File: src/rtl/pixel_frame_source.sv
// pixel_frame_source
// Reads one IMG_W x IMG_H greyscale frame out of a synchronous single-port
// frame buffer (1-cycle read latency) in raster order. It presents the frame as a
// valid/ready pixel stream tagged with coordinates and frame/line markers.
// A 2-entry output FIFO absorbs the RAM latency. Back-pressure therefore never
// drops or repeats a pixel, and an always-ready sink gets 1 pixel per clock.
//
// Ports
//   clk           system clock
//   reset         asynchronous active-low reset
//   start         one-cycle request to start a frame (ignored while busy)
//   continuous    loop frames back-to-back (sampled at last-address issue)
//   freeze        suspend new RAM reads; buffered pixels keep draining
//   mem_rd_en     RAM read strobe
//   mem_addr      RAM read address
//   mem_rdata     RAM read data, valid the cycle after the read was sampled
//   pix_out       pixel data
//   valid_out     pixel valid
//   output_ready  downstream ready
//   pixel_x/y     coordinates of pix_out
//   sof/eol/eof   start-of-frame / end-of-line / end-of-frame markers
//   busy          frame in progress (STREAM or DRAIN)
//   frame_count   frames fully accepted downstream, wraps at 2^16
module pixel_frame_source #(
    parameter int BITS   = 8,
    parameter int IMG_W  = 640,
    parameter int IMG_H  = 480,
    parameter int ADDR_W = $clog2(IMG_W * IMG_H),
    localparam int XW    = $clog2(IMG_W),
    localparam int YW    = $clog2(IMG_H)
) (
    input  logic              clk,
    input  logic              reset,
    input  logic              start,
    input  logic              continuous,
    input  logic              freeze,
    output logic              mem_rd_en,
    output logic [ADDR_W-1:0] mem_addr,
    input  logic [BITS-1:0]   mem_rdata,
    output logic [BITS-1:0]   pix_out,
    output logic              valid_out,
    input  logic              output_ready,
    output logic [XW-1:0]     pixel_x,
    output logic [YW-1:0]     pixel_y,
    output logic              sof,
    output logic              eol,
    output logic              eof,
    output logic              busy,
    output logic [15:0]       frame_count
);

    typedef enum logic [1:0] {
        S_IDLE   = 2'd0,
        S_STREAM = 2'd1,
        S_DRAIN  = 2'd2
    } state_t;

    // Pixel attributes known at issue time; they travel alongside the read.
    typedef struct packed {
        logic [XW-1:0] x;
        logic [YW-1:0] y;
        logic          sof;
        logic          eol;
        logic          eof;
    } meta_t;

    typedef struct packed {
        logic [BITS-1:0] data;
        meta_t           meta;
    } beat_t;

    localparam logic [ADDR_W-1:0] LAST_ADDR = ADDR_W'(IMG_W * IMG_H - 1);
    localparam logic [XW-1:0]     LAST_X    = XW'(IMG_W - 1);
    localparam logic [YW-1:0]     LAST_Y    = YW'(IMG_H - 1);

    state_t            state_q, state_d;
    logic [ADDR_W-1:0] addr_q, addr_d;
    logic [XW-1:0]     rx_q, rx_d;
    logic [YW-1:0]     ry_q, ry_d;
    logic [1:0]        occ_q, occ_d;
    logic              inflight_q;
    meta_t             meta_q, meta_s;
    beat_t             head_q, head_d;
    beat_t             tail_q, tail_d;
    beat_t             incoming_s;
    logic [15:0]       fc_q, fc_d;
    logic              pop_s;
    logic              push_s;
    logic              rd_en_s;
    logic [2:0]        level_s;

    // Handshake, read-issue decision and issue-time pixel attributes.
    always_comb begin
        pop_s      = 1'b0;
        push_s     = inflight_q;
        level_s    = 3'd0;
        rd_en_s    = 1'b0;
        meta_s     = '0;
        pop_s      = (occ_q != 2'd0) && output_ready;
        // Count pixels that will occupy the FIFO after this edge. A new read is
        // allowed only if that still leaves room for the read's own data.
        level_s    = 3'(occ_q) + 3'(inflight_q) - 3'(pop_s);
        rd_en_s    = (state_q == S_STREAM) && !freeze && (level_s < 3'd2);
        meta_s.x   = rx_q;
        meta_s.y   = ry_q;
        meta_s.sof = (rx_q == '0) && (ry_q == '0);
        meta_s.eol = (rx_q == LAST_X);
        meta_s.eof = (rx_q == LAST_X) && (ry_q == LAST_Y);
        incoming_s = {mem_rdata, meta_q};
    end

    // Frame sequencing FSM: next state and read address/coordinate counters.
    always_comb begin
        state_d = state_q;
        addr_d  = addr_q;
        rx_d    = rx_q;
        ry_d    = ry_q;
        case (state_q)
            S_IDLE: begin
                if (start) begin
                    state_d = S_STREAM;
                    addr_d  = '0;
                    rx_d    = '0;
                    ry_d    = '0;
                end else begin
                    state_d = S_IDLE;
                end
            end
            S_STREAM: begin
                if (rd_en_s) begin
                    if (addr_q == LAST_ADDR) begin
                        // Wrap now so a continuous run has no bubble.
                        addr_d  = '0;
                        rx_d    = '0;
                        ry_d    = '0;
                        state_d = continuous ? S_STREAM : S_DRAIN;
                    end else begin
                        addr_d = addr_q + ADDR_W'(1);
                        if (rx_q == LAST_X) begin
                            rx_d = '0;
                            ry_d = (ry_q == LAST_Y) ? '0 : ry_q + YW'(1);
                        end else begin
                            rx_d = rx_q + XW'(1);
                        end
                    end
                end else begin
                    state_d = S_STREAM;
                end
            end
            S_DRAIN: begin
                if ((occ_q == 2'd0) && !inflight_q) begin
                    state_d = S_IDLE;
                end else begin
                    state_d = S_DRAIN;
                end
            end
            default: begin
                state_d = S_IDLE;
            end
        endcase
    end

    // Output FIFO next state: head_q is always the presented pixel, tail_q the second.
    always_comb begin
        occ_d  = occ_q;
        head_d = head_q;
        tail_d = tail_q;
        fc_d   = fc_q;
        case ({push_s, pop_s})
            2'b10: begin
                if (occ_q == 2'd0) begin
                    head_d = incoming_s;
                    occ_d  = 2'd1;
                end else if (occ_q == 2'd1) begin
                    tail_d = incoming_s;
                    occ_d  = 2'd2;
                end else begin
                    occ_d = occ_q;
                end
            end
            2'b01: begin
                if (occ_q == 2'd2) begin
                    head_d = tail_q;
                end else begin
                    head_d = head_q;
                end
                occ_d = occ_q - 2'd1;
            end
            2'b11: begin
                // Simultaneous push and pop keeps occupancy, including when full.
                if (occ_q == 2'd2) begin
                    head_d = tail_q;
                    tail_d = incoming_s;
                end else begin
                    head_d = incoming_s;
                end
            end
            default: begin
                occ_d = occ_q;
            end
        endcase
        if (pop_s && head_q.meta.eof) begin
            fc_d = fc_q + 16'd1;
        end else begin
            fc_d = fc_q;
        end
    end

    // State, counters and FIFO registers.
    always_ff @(posedge clk or negedge reset) begin
        if (!reset) begin
            state_q    <= S_IDLE;
            addr_q     <= '0;
            rx_q       <= '0;
            ry_q       <= '0;
            occ_q      <= 2'd0;
            inflight_q <= 1'b0;
            meta_q     <= '0;
            head_q     <= '0;
            tail_q     <= '0;
            fc_q       <= 16'd0;
        end else begin
            state_q    <= state_d;
            addr_q     <= addr_d;
            rx_q       <= rx_d;
            ry_q       <= ry_d;
            occ_q      <= occ_d;
            inflight_q <= rd_en_s;
            meta_q     <= rd_en_s ? meta_s : meta_q;
            head_q     <= head_d;
            tail_q     <= tail_d;
            fc_q       <= fc_d;
        end
    end

    assign mem_rd_en   = rd_en_s;
    assign mem_addr    = addr_q;
    assign valid_out   = (occ_q != 2'd0);
    assign pix_out     = head_q.data;
    assign pixel_x     = head_q.meta.x;
    assign pixel_y     = head_q.meta.y;
    assign sof         = head_q.meta.sof;
    assign eol         = head_q.meta.eol;
    assign eof         = head_q.meta.eof;
    assign busy        = (state_q != S_IDLE);
    assign frame_count = fc_q;

endmodule

File: config.mk
export PLATFORM = sky130hd
export DESIGN_NAME = pixel_frame_source
export DESIGN_NICKNAME = d
export VERILOG_FILES = /design/src/rtl/pixel_frame_source.sv
export SDC_FILE = /design/constraint.sdc
export NUM_CORES = 1
export LEC_CHECK = 0
export CORE_MARGIN = 5
export CORE_UTILIZATION = 45
export CTS_CLUSTER_DIAMETER = 120
export DETAILED_ROUTE_END_ITERATION = 10
export PLACE_DENSITY = 0.67
export SYNTH_ARGS = -nofsm -noshare
export SYNTH_HDL_FRONTEND = slang
export SYNTH_SLANG_ARGS = --single-unit
File: constraint.sdc
create_clock -name clk -period 3.5 [get_ports clk]
set_input_delay 0.35 -clock clk [delete_from_list [all_inputs] [get_ports clk]]
set_output_delay 0.35 -clock clk [all_outputs]
set_load 0.02 [all_outputs]
Yosys cells after proc, flatten, opt, wreduce, memory -nomap -nowiden --
Cells that the tools add are included.
Storage, ports and cells: register bits 141, bits in latches 0, RAM bits 0, ROM bits 0, input bits 14, output and inout port bits 68, logic and storage cells 108, memories kept 0
Operators by class: $add $sub $neg 7, multipliers 0, divide/modulo/power cells 0, $lt $le $gt $ge 1, equality and inequality tests 20, shift-type cells 0, muxes and demuxes 32, bitwise operators 0, reduce and logical (&&, ||, !) cells 24
Operator list (number):
- two-way mux 30 bit | 6
- case mux 30 bit (3 select lines) | 1
- case mux 30 bit (2 select lines) | 1
- two-way mux 19 bit | 3
- two-way mux 9 bit | 5
- two-way mux 10 bit | 4
- case mux 19 bit (2 select lines) | 1
- case mux 10 bit (2 select lines) | 1
- adder 19 x 1 -> 19 bit (second input constant) | 1
- equality test 19 bit (second input constant) | 1
- case mux 9 bit (2 select lines) | 1
- adder 16 x 1 -> 16 bit (second input constant) | 1
- != test 2 bit (second input constant) | 7
- two-way mux 2 bit | 6
- adder 10 x 1 -> 10 bit (second input constant) | 1
- equality test 10 bit (second input constant) | 1
- logical NOT 10 bit | 1
- nonzero test 2 bit | 5
- adder 9 x 1 -> 9 bit (second input constant) | 1
- equality test 9 bit (second input constant) | 1
- logical NOT 9 bit | 1
- equality test 2 bit (second input constant) | 4
- AND reduction 4 bit | 2
- logical AND 1 bit | 7
- 15 further kinds | 21

Longest topological paths before layout --
Gate-level depths: netlist (run 1).
word-level depth 7, gate-level depth with buffers 13, mapped depth without buffers 11

Worst setup path before layout (run 1) --
OpenSTA, ideal clock, no wires.
path type reg-to-output, start register occ_q[1], end output mem_rd_en, arrival 2813 ps, setup slack 337 ps, stages on the path, launching flop included 12, path buffers 2, cells stage by stage dfrtp_1 inv_1 ha_1 nor2b_1 ha_1 nand2b_1 fa_1 nand4bb_1 or2_1 buf_2 inv_1 clkbuf_1
Between the ends: cells in the longest elaborated chain, start to end 5, elaborated cells between the ends (all ways) 6, those cells by class add/sub (2); order compare (1); reduce/logical (3)
Ends and longest elaborated chain:
- start: declaration | line 80 | logic [1:0] occ_q, occ_d;
- start signal: assignment | line 216 | occ_q <= 2'd0;
- start signal: assignment | line 227 | occ_q <= occ_d;
- branches (longest 2 deep; another with adder 2 x 1 -> 3 bit)
- subtractor 3 x 1 -> 3 bit (*) | line 102 | level_s = 3'(occ_q) + 3'(inflight_q) - 3'(pop_s);
- < comparator 3 x 2 -> 1 bit (*) | line 103 | rd_en_s = (state_q == S_STREAM) && !freeze && (level_s < 3'd2);
- logical AND 1 bit (*) | line 103
- end: declaration | line 37 | output logic mem_rd_en,
Mark *: on every way between the ends.

Worst setup path after layout (run 1) --
start register occ_q[0], end output mem_rd_en
Same word-level chain as after synthesis.

==> metrics.cfg, run 1 <==
[critical_path]
crit_path_end_kind = primary output
r2r-start = occ_q[0]
path_class = flip-flop to primary output
path_max_fanout = 3
r2r_end = rx_q[8]
worstSetupStartpointType = flip-flop
cp.arrival_ns = 2.96
required_ns = 3.15
r2r_cells = 12
worst-r2r-setup-slack_ns = 0.22

[detailed_routing]
wl_um = 15400
antenna_left = 0
drt_iter0_markers = 406
wl_per_cell_um = 16.7
viasPerCell = 5.60
vias = 5171
dr.pass1.iters = 5
drc = 0

[power_and_ir_drop]
combinationalPowerShare = 0.393
vdd_drop_max_mv = 0.369
seq_power_share = 0.345
pwr-share-clk = 0.262
p_sw_frac = 0.373
p_int_mw = 4.40
power_density_mw_per_mm2 = 848
p_leak_nw = 3.70
p_switching_mw = 2.61

[sta]
slew_headroom = 0.396
min_period_ns = 3.31
tightest_slew_ns = 0.906
setup_viol = 0
max_freq_mhz = 302
rsz0062_at_grt = false
clock-skew-final_ns = 0.00654
finalCritPeriodShare = 0.946
hold_ws_ns = 0.0247
hold_viol = 0
drv_slew = 0

[place]
place.gp.congestion = 0.858
io_buffer_count = 81
place_area_mm2 = 0.00767
dp_hpwl_um = 10400
place_inst = 891

[synth]
yosysSeqAreaShare = 0.538
synth_seq_cells = 141
yosys_warnings = 0
synth_edf_count = 0
yosysUniqueCellTypes = 53
syn_avg_cell_area_um2 = 10.2
syn_area_mm2 = 0.00656
async_reset_ff_frac = 1.00
synth_nets = 669
synth_ff_type = dfrtp_1
syn_inst = 641

[clocking]
htree_levels = 4
path_clk_slew_ns = 0.06
postCtsSetupBuffers = 0
clk_latency_ns = 0.42
cts_tree = built
clkSinkCount = 141
clock_path_buffers = 2
hold_buffers = 0
cts-root-buf = clkbuf_16
cts_made_buffers = 17

[floorplan]
num_rows = 44
die-height_um = 131
core_mm2 = 0.0144
initial_core_util = 0.454
dieArea_mm2 = 0.0171
fp.dieW_um = 131
ios = 82

[global_routing]
track_usage = 0.191
antenna_found_initial = 0
grt-ovfl-total = 0
grt_pass1_wl_um = 25800
grt_pass1_vias = 5126
grt_max_degree = 102

[cells_and_area]
final_cell_mix = dfrtp_1, nand2_1, clkdlybuf4s50_1
design_area_mm2 = 0.00827
drive_gt1_frac = 0.115
final_nets = 754
layout.cells.non_filler = 923
area_growth_syn_to_layout_pct = 26.2
antennaDiodeCount = 0
layout_commonest_cell = dfrtp_1

[job]
maxCapViolCount = 0

[worst_hold_path]
hold_path_class = input port to asynchronous set/reset pin

[outcome]
status = completed

## Yosys cell counts, drive strengths merged (5+ instances only)
cell type / count / area [µm²]
a31oi: 16 / 106
dfrtp: 141 / 3530
buf: 16 / 88.8
inv: 19 / 71.3
xor2: 6 / 52.6
a41oi: 7 / 61.3
nand4: 11 / 75.1
xnor2: 10 / 87.6
nand2b: 5 / 31.3
nor2: 49 / 186
nand3: 26 / 130
nor3: 5 / 36.3
a21o: 9 / 67.6
nand2: 80 / 300
mux2: 31 / 349
clkbuf: 21 / 78.8
o21ai: 35 / 175
a22oi: 33 / 248
ha: 13 / 163
and3: 9 / 56.3
a21oi: 43 / 215
nor4: 7 / 43.8
## registers in the layout, indices dropped and copies added, names as in the netlist
register / count
mem_addr: 19
rx_q: 10
state_q: 2
tail_q: 30
ry_q: 9
occ_q: 2
pix_out: 8
incoming_s: 22
pixel_y: 9
eof: 1
eol: 1
inflight_q: 1
frame_count: 16
pixel_x: 10
sof: 1
## routing by layer
| metal | part of all wire | up-vias | track usage |
|---|---|---|---|
| li1 | - | 2467 | - |
| met1 | 0.45 | 2527 | 0.260 |
| met2 | 0.47 | 150 | 0.296 |
| met3 | 0.055 | 27 | 0.0411 |
| met4 | 0.021 | 0 | 0.0805 |
| met5 | 0 | - | 0 |
## kinds of logic (layout without fill, tap and decap cells)
group	Yosys count	after routing	synth area share
xor gates and xnor gates	16	16	0.0214
muxes	35	35	0.0594
adders and majority gates	14	14	0.0279
buffers and inverters	56	154	0.0365
AOI/OAI and AO/OA	164	164	0.159
DFF	141	141	0.538
and+or+nand+nor	215	215	0.157
## worst max-delay path: stages, from the launching register on
cell	delay [ns]
dfrtp_1	0.37
inv_1	0.08
ha_1	0.22
nor2b_1	0.22
ha_1	0.27
nand2b_1	0.15
fa_1	0.49
nand4bb_1	0.12
or2_1	0.28
inv_1	0.14
clkbuf_2	0.20
## power groups by stage
stage | registers (mW) | logic, mW | clock network (mW)
4_1_cts | 2.42 | 2.79 | 1.87
3_3_place_gp | 2.42 | 2.68 | 0
6_report | 2.42 | 2.76 | 1.83
3_5_place_dp | 2.45 | 2.78 | 0
5_1_grt | 2.49 | 3.03 | 1.94
2_1_floorplan | 2.64 | 1.38 | 0
## cell type report
cell class	count	area [µm²]
Sequential cell	141	3530
Tap cell	184	230
Multi-Input combinational cell	444	2820
Fill cell	1224	6150
Inverter	19	71.3
Timing Repair Buffer	103	1010
Clock buffer	18	439
Clock inverter	14	169
## metrics by stage
stage | setup TNS [ns] | util | setup WS (ns) | total power [mW]
3_3_place_gp | -0.00675 | 0.531 | -0.00675 | 5.09
2_1_floorplan | 0 | - | 0.337 | 4.02
5_1_grt | 0 | 0.573 | 0.0519 | 7.47
4_1_cts | 0 | 0.574 | 0.0195 | 7.08
3_5_place_dp | -0.0379 | 0.531 | -0.0379 | 5.22
6_report | 0 | 0.573 | 0.189 | 7.01
## worst max-delay path by stage
stage	cells after the start	end	from	slack (ns)
3_3_place_gp	9	mem_rd_en	output_ready	-0.007
4_1_cts	10	mem_rd_en	occ_q[0]	0.02
6_report	10	mem_rd_en	occ_q[0]	0.19
2_1_floorplan	11	mem_rd_en	occ_q[1]	0.34
3_5_place_dp	9	mem_rd_en	output_ready	-0.04
5_1_grt	10	mem_rd_en	occ_q[1]	0.05
## what timing repair did
item                                    in CTS  in global routing
hold endpoints to repair                     0                  0
resized for setup                            2                  1
pin swaps                                    0                  0
endpoints found under the setup margin       1                  1
(Power assumes the default switching activity.)
==> inputs of run 2 (changes only) <==
CTS_BUF_LIST = sky130_fd_sc_hd__clkbuf_4 sky130_fd_sc_hd__clkbuf_8   (was unset)
==> run 2 against run 1 <==
Effect of this change:
- count of clock-buffer cells in the layout did not move
- highest routed layer unchanged
- critical endpoint unchanged
- total power decreased by 6.8%
- combinational power about the same
- die area unchanged
- fmax grew 1.0%
- cell count stayed put
- flip-flop and latch count stayed put
==> metrics.cfg, run 2 (synthesis gave the netlist of run 1 again) <==
[outcome]
status = completed

[floorplan]
fp.dieW_um = 131  ; unchanged
dieArea_mm2 = 0.0171  ; unchanged
core_mm2 = 0.0144  ; unchanged
initial_core_util = 0.454  ; unchanged
num_rows = 44  ; unchanged
ios = 82  ; unchanged
die-height_um = 131  ; unchanged

[power_and_ir_drop]
p_leak_nw = 3.62  ; -2.3%
vdd_drop_max_mv = 0.301  ; -18%
power_density_mw_per_mm2 = 809  ; -4.6%
total_power_mw = 6.54  ; -6.8%

[sta]
tightest_slew_ns = 0.902  ; -0.00477 ns
clock-skew-final_ns = 0.00991  ; +0.00337 ns
min_period_ns = 3.28  ; -0.0331 ns
slew_headroom = 0.399  ; +0.00318
setup_viol = 0  ; unchanged
max_freq_mhz = 305  ; +1.0%
hold_ws_ns = 0.00776  ; -0.0170 ns
rsz0062_at_grt = false
hold_viol = 0  ; unchanged
finalCritPeriodShare = 0.937  ; -0.00945
setup_tns_ns = 0  ; unchanged
drv_slew = 0  ; unchanged

[critical_path]
r2r_cells = 12  ; unchanged
crit_path_end_kind = primary output
crit_buf_inv = 3  ; unchanged
worst-path-stages = 10  ; unchanged
path_max_fanout = 3  ; unchanged
required_ns = 3.15  ; about the same
cp.arrival_ns = 2.93  ; -0.03 ns
path_class = flip-flop to primary output
cp_slowest_cell = fa_1
crit_chain = inv_1, ha_1, nor2b_2, ha_1, nand2b_1, fa_1, nand4bb_1, or2_1, inv_1, buf_2
cp_slowest_stage_delay_ns = 0.49  ; about the same
worstSetupStartpointType = flip-flop
cp_top_family = adder cells

[place]
place.gp.congestion = 0.858  ; unchanged
dp_hpwl_um = 10400  ; unchanged
place_area_mm2 = 0.00767  ; unchanged
io_buffer_count = 81  ; unchanged

[detailed_routing]
wl_um = 15400  ; about the same
drt_iter0_markers = 362  ; -11%
viasPerCell = 5.62  ; +0.39%
antenna_left = 0  ; unchanged
drc = 0  ; unchanged
wl_per_cell_um = 16.7  ; about the same
vias = 5191  ; +0.39%
dr.pass1.iters = 5  ; unchanged

[clocking]
postCtsSetupBuffers = 0  ; unchanged
cts_made_buffers = 17  ; unchanged
cts-root-buf = clkbuf_8
htree_levels = 4  ; unchanged
clk_latency_ns = 0.46  ; +0.04 ns
clkSinkCount = 141  ; unchanged
path_clk_slew_ns = 0.08  ; +0.02 ns
clock_path_buffers = 2  ; unchanged
hold_buffers = 0  ; unchanged
cts_tree = built

[cells_and_area]
final_cell_mix = dfrtp_1, nand2_1, clkdlybuf4s50_1
regMostFlops = tail_q
antennaDiodeCount = 0  ; unchanged
design_area_mm2 = 0.00808  ; -2.3%
fin_util = 0.560  ; -0.0131
fillerInstances = 1256  ; +2.6%
area_growth_syn_to_layout_pct = 23.3
layout_commonest_cell = dfrtp_1
final_nets = 754  ; unchanged
largest_reg_flops = 30  ; unchanged
drive_gt1_frac = 0.116  ; +0.00135

[global_routing]
grt_max_degree = 102  ; unchanged
use_met1 = 0.255  ; -0.00483
antenna_found_initial = 0  ; unchanged
grt_pass1_vias = 5084  ; -0.82%
top_usage_layer = met2
use_met2 = 0.295  ; -0.00120
use_met3 = 0.0431  ; +0.00203
grt-ovfl-total = 0  ; unchanged
track_usage = 0.189  ; -0.00159
grt_pass1_wl_um = 25500  ; -1.0%

[job]
maxCapViolCount = 0  ; unchanged

[worst_hold_path]
hold_path_class = input port to asynchronous set/reset pin

==> run 2: changes by cell type in the layout (fill, tap and decap cells not counted) <==
cell / previous run / this run
clkbuf_2: 1 / 0
clkbuf_16: 17 / 0
nor2b_2: 0 / 1
buf_2: 0 / 1
clkbuf_8: 1 / 18
nor2b_1: 4 / 3
==> run 2: metrics by stage <==
step | setup WS (ns) | std cells
global route | 0.0873 | 923
detailed placement | -0.0379 | 891
floorplan | 0.337 | 641
CTS | 0.0126 | 923
finish | 0.222 | 923
global placement | -0.00675 | 891
==> run 2: cell type report <==
cell class	count	area, µm²	area share
Multi-Input combinational cell	444	2820	0.349
Inverter	19	71.3	0.00883
Clock buffer	18	248	0.0307
Clock inverter	14	169	0.0209
Tap cell	184	230	0.0285
Timing Repair Buffer	103	1010	0.125
Sequential cell	141	3530	0.437
==> run 2: layer usage <==
metal	routed length, µm	vias up
met2	7220	155
met3	860	25
met5	0	-
met1	7000	2537
met4	321	0
li1	-	2474
==> run 2: repair_timing <==
action | 4_1_cts | 5_1_grt
resized for setup | 3 | 2
pin swaps | 0 | 0
endpoints found under the setup margin | 1 | 1
==> run 2: worst paths after layout <==
| kind | to | slack, ns | startpoint |
|---|---|---|---|
| min in group clk | frame_count[15] | 0.48 | frame_count[15] |
| worst max register to register | rx_q[8] | 0.27 | occ_q[0] |
| worst max-delay path | mem_rd_en | 0.22 | occ_q[0] |
| max in group asynchronous | mem_addr[3] | 2.77 | reset |
| worst min-delay path | tail_q[23] | 0.008 | reset |
| worst min register to register | frame_count[15] | 0.48 | frame_count[15] |
==> run 2: where the power goes <==
part           switching [mW]  internal, mW  leakage (nW)
clock                   0.641         0.722         0.197
combinational            1.58          1.17          1.61
sequential              0.336          2.08          1.81
==> inputs of run 3 (changes only) <==
CELL_PAD_IN_SITES_DETAIL_PLACEMENT = 1   (was unset)
CELL_PAD_IN_SITES_GLOBAL_PLACEMENT = 1   (was unset)
PLACE_DENSITY = unset   (was 0.67)
PLACE_DENSITY_LB_ADDON = 0.1   (was unset)
==> run 3 against run 2 <==
Effect of this change:
- critical path depth is the same
- first-iteration DRC count shrank 30%
- sequential power hardly changed
- non-clock buffer count up 1
- die area did not move
- global-route usage grew 1.6 points
- core utilization is 0.095 points lower
- setup slack gained 0.029 ns
- combinational power barely moved
- via count grew 1.5%
- critical endpoint unchanged
- largest power group unchanged
- highest routed layer unchanged
==> metrics.cfg, run 3 (synthesis gave the netlist of run 1 again) <==
[power_and_ir_drop]
p_leak_nw = 3.63  ; +0.33%
power_density_mw_per_mm2 = 807  ; -0.23%
vdd_drop_max_mv = 0.332  ; +10%

[sta]
tightest_slew_ns = 0.931  ; +0.0293 ns
clock-skew-final_ns = 0.00709  ; -0.00282 ns
setup_viol = 0  ; unchanged
drv_slew = 0  ; unchanged
max_freq_mhz = 308  ; +0.89%
slew_headroom = 0.379  ; -0.0195
finalCritPeriodShare = 0.928  ; -0.00824
rsz0062_at_grt = false
min_period_ns = 3.25  ; -0.0288 ns
hold_viol = 0  ; unchanged
setup_ws_ns = 0.251  ; +0.0288 ns

[place]
place_inst = 891  ; unchanged
place.gp.congestion = 0.863  ; +0.66%
dp_hpwl_um = 11500  ; +11%
place_ws_ns = -0.0551  ; -0.0172 ns
io_buffer_count = 81  ; unchanged

[critical_path]
path_class = flip-flop to primary output
cp_slowest_cell = fa_1
required_ns = 3.15  ; about the same
crit_chain = inv_1, ha_1, nor2b_2, ha_1, nand2b_1, fa_1, nand4bb_1, or2_1, inv_1, clkbuf_2
crit_buf_inv = 3  ; unchanged
path_max_fanout = 3  ; unchanged
cp.arrival_ns = 2.90  ; -0.03 ns
cp_slowest_stage_delay_ns = 0.49  ; about the same
cp_top_family = adder cells
worstSetupStartpointType = flip-flop
crit_path_end_kind = primary output

[clocking]
cts_tree = built
cts-root-buf = clkbuf_8
htree_levels = 4  ; unchanged
cts_made_buffers = 17  ; unchanged
clock_path_buffers = 2  ; unchanged
postCtsSetupBuffers = 0  ; unchanged
path_clk_slew_ns = 0.07  ; about the same
clkSinkCount = 141  ; unchanged
clk_latency_ns = 0.44  ; -0.02 ns

[detailed_routing]
antenna_left = 0  ; unchanged
drc = 0  ; unchanged
wl_um = 16500  ; +7.2%
viasPerCell = 5.72  ; +1.6%
drt_iter0_markers = 252  ; -30%
dr.pass1.iters = 4  ; -1
vias = 5270  ; +1.5%
wl_per_cell_um = 17.9  ; +7.3%

[floorplan]
core_mm2 = 0.0144  ; unchanged
initial_core_util = 0.454  ; unchanged
num_rows = 44  ; unchanged
fp.dieW_um = 131  ; unchanged
ios = 82  ; unchanged
dieArea_mm2 = 0.0171  ; unchanged
die-height_um = 131  ; unchanged

[cells_and_area]
regMostFlops = tail_q
final_cell_mix = dfrtp_1, nand2_1, clkdlybuf4s50_1
layout_commonest_cell = dfrtp_1
antennaDiodeCount = 0  ; unchanged
drive_gt1_frac = 0.117  ; +0.000158
layout.cells.non_filler = 922  ; -0.11%
fillerInstances = 1587  ; +26%
area_growth_syn_to_layout_pct = 23.1
largest_reg_flops = 30  ; unchanged
final_nets = 755  ; +0.13%

[worst_hold_path]
hold_path_class = flip-flop to flip-flop

[global_routing]
grt_pass1_vias = 5522  ; +8.6%
grt_pass1_wl_um = 28100  ; +10%
track_usage = 0.205  ; +0.0162
grt-ovfl-total = 0  ; unchanged
grt_max_degree = 88  ; -14%
antenna_found_initial = 0  ; unchanged

[outcome]
status = completed

[job]
maxCapViolCount = 0  ; unchanged

[run 3: changes by cell type in the layout (fill, tap and decap cells not counted), sizes merged]
cell	previous run	this run
inv	20	19
clkinvlp	5	1
clkbuf	18	24
buf	24	23
dlygate4sd3	0	1
clkinv	5	3
[run 3: cell type report]
type | instances | area [µm²] | share of cell area
clock buffers | 23 | 298 | 0.0369
multi-input cells | 444 | 2830 | 0.351
inverters | 19 | 71.3 | 0.00884
well taps | 184 | 230 | 0.0285
flip-flops and latches | 141 | 3530 | 0.437
clock inverters | 7 | 113 | 0.0140
repair buffers | 104 | 998 | 0.124
[run 3: worst paths after layout]
path | startpoint | endpoint | slack (ns) | cells past startpoint
max | occ_q[0] | mem_rd_en | 0.25 | 10
min | frame_count[15] | frame_count[15] | 0.48 | 1
max reg2reg | occ_q[0] | rx_q[6] | 0.28 | 12
min reg2reg | frame_count[15] | frame_count[15] | 0.48 | 1
max in group asynchronous | reset | occ_q[0] | 2.21 | 3
min in group asynchronous | reset | pix_out[1] | 0.52 | 2
[run 3: power breakdown]
group	internal, mW	total, mW	switching [mW]
Clock	0.775	1.36	0.589
Combinational	1.13	2.72	1.59
Sequential	2.08	2.43	0.342
[run 3: metal layers]
layer / GRT usage / part of all wire
met2: 0.342 / 0.50
met1: 0.269 / 0.45
met3: 0.0427 / 0.040
met5: 0 / 0
met4: 0.0659 / 0.016
[run 3: per-stage QoR]
step           hold slack (ns)  total power, mW  TNS, ns  utilization  cell area, µm²
2_1_floorplan           0.0544             4.02        0            -            6560
3_3_place_gp             0.453             5.05        0        0.530            7640
3_5_place_dp             0.464             5.19   -0.197        0.530            7640
4_1_cts                  0.481             6.58        0        0.559            8060
5_1_grt                  0.503             6.98        0        0.559            8070
6_report                 0.478             6.51        0        0.559            8070
[run 3: what timing repair did]
item                                    4_1_cts  5_1_grt
hold endpoints to repair                     27        0
hold buffers                                  1        0
pin swaps                                     0        0
endpoints found under the setup margin        1        9
gates resized for setup                       1        6
[run 3: worst reg2reg max path, delay by kind of cell, from the launching register on]
family,cells,cell delay (ns)
and+or+nand+nor,5,1.10
DFF,1,0.35
buffers and inverters,2,0.28
adders and majority gates,3,0.95
AOI/OAI and AO/OA,2,0.46
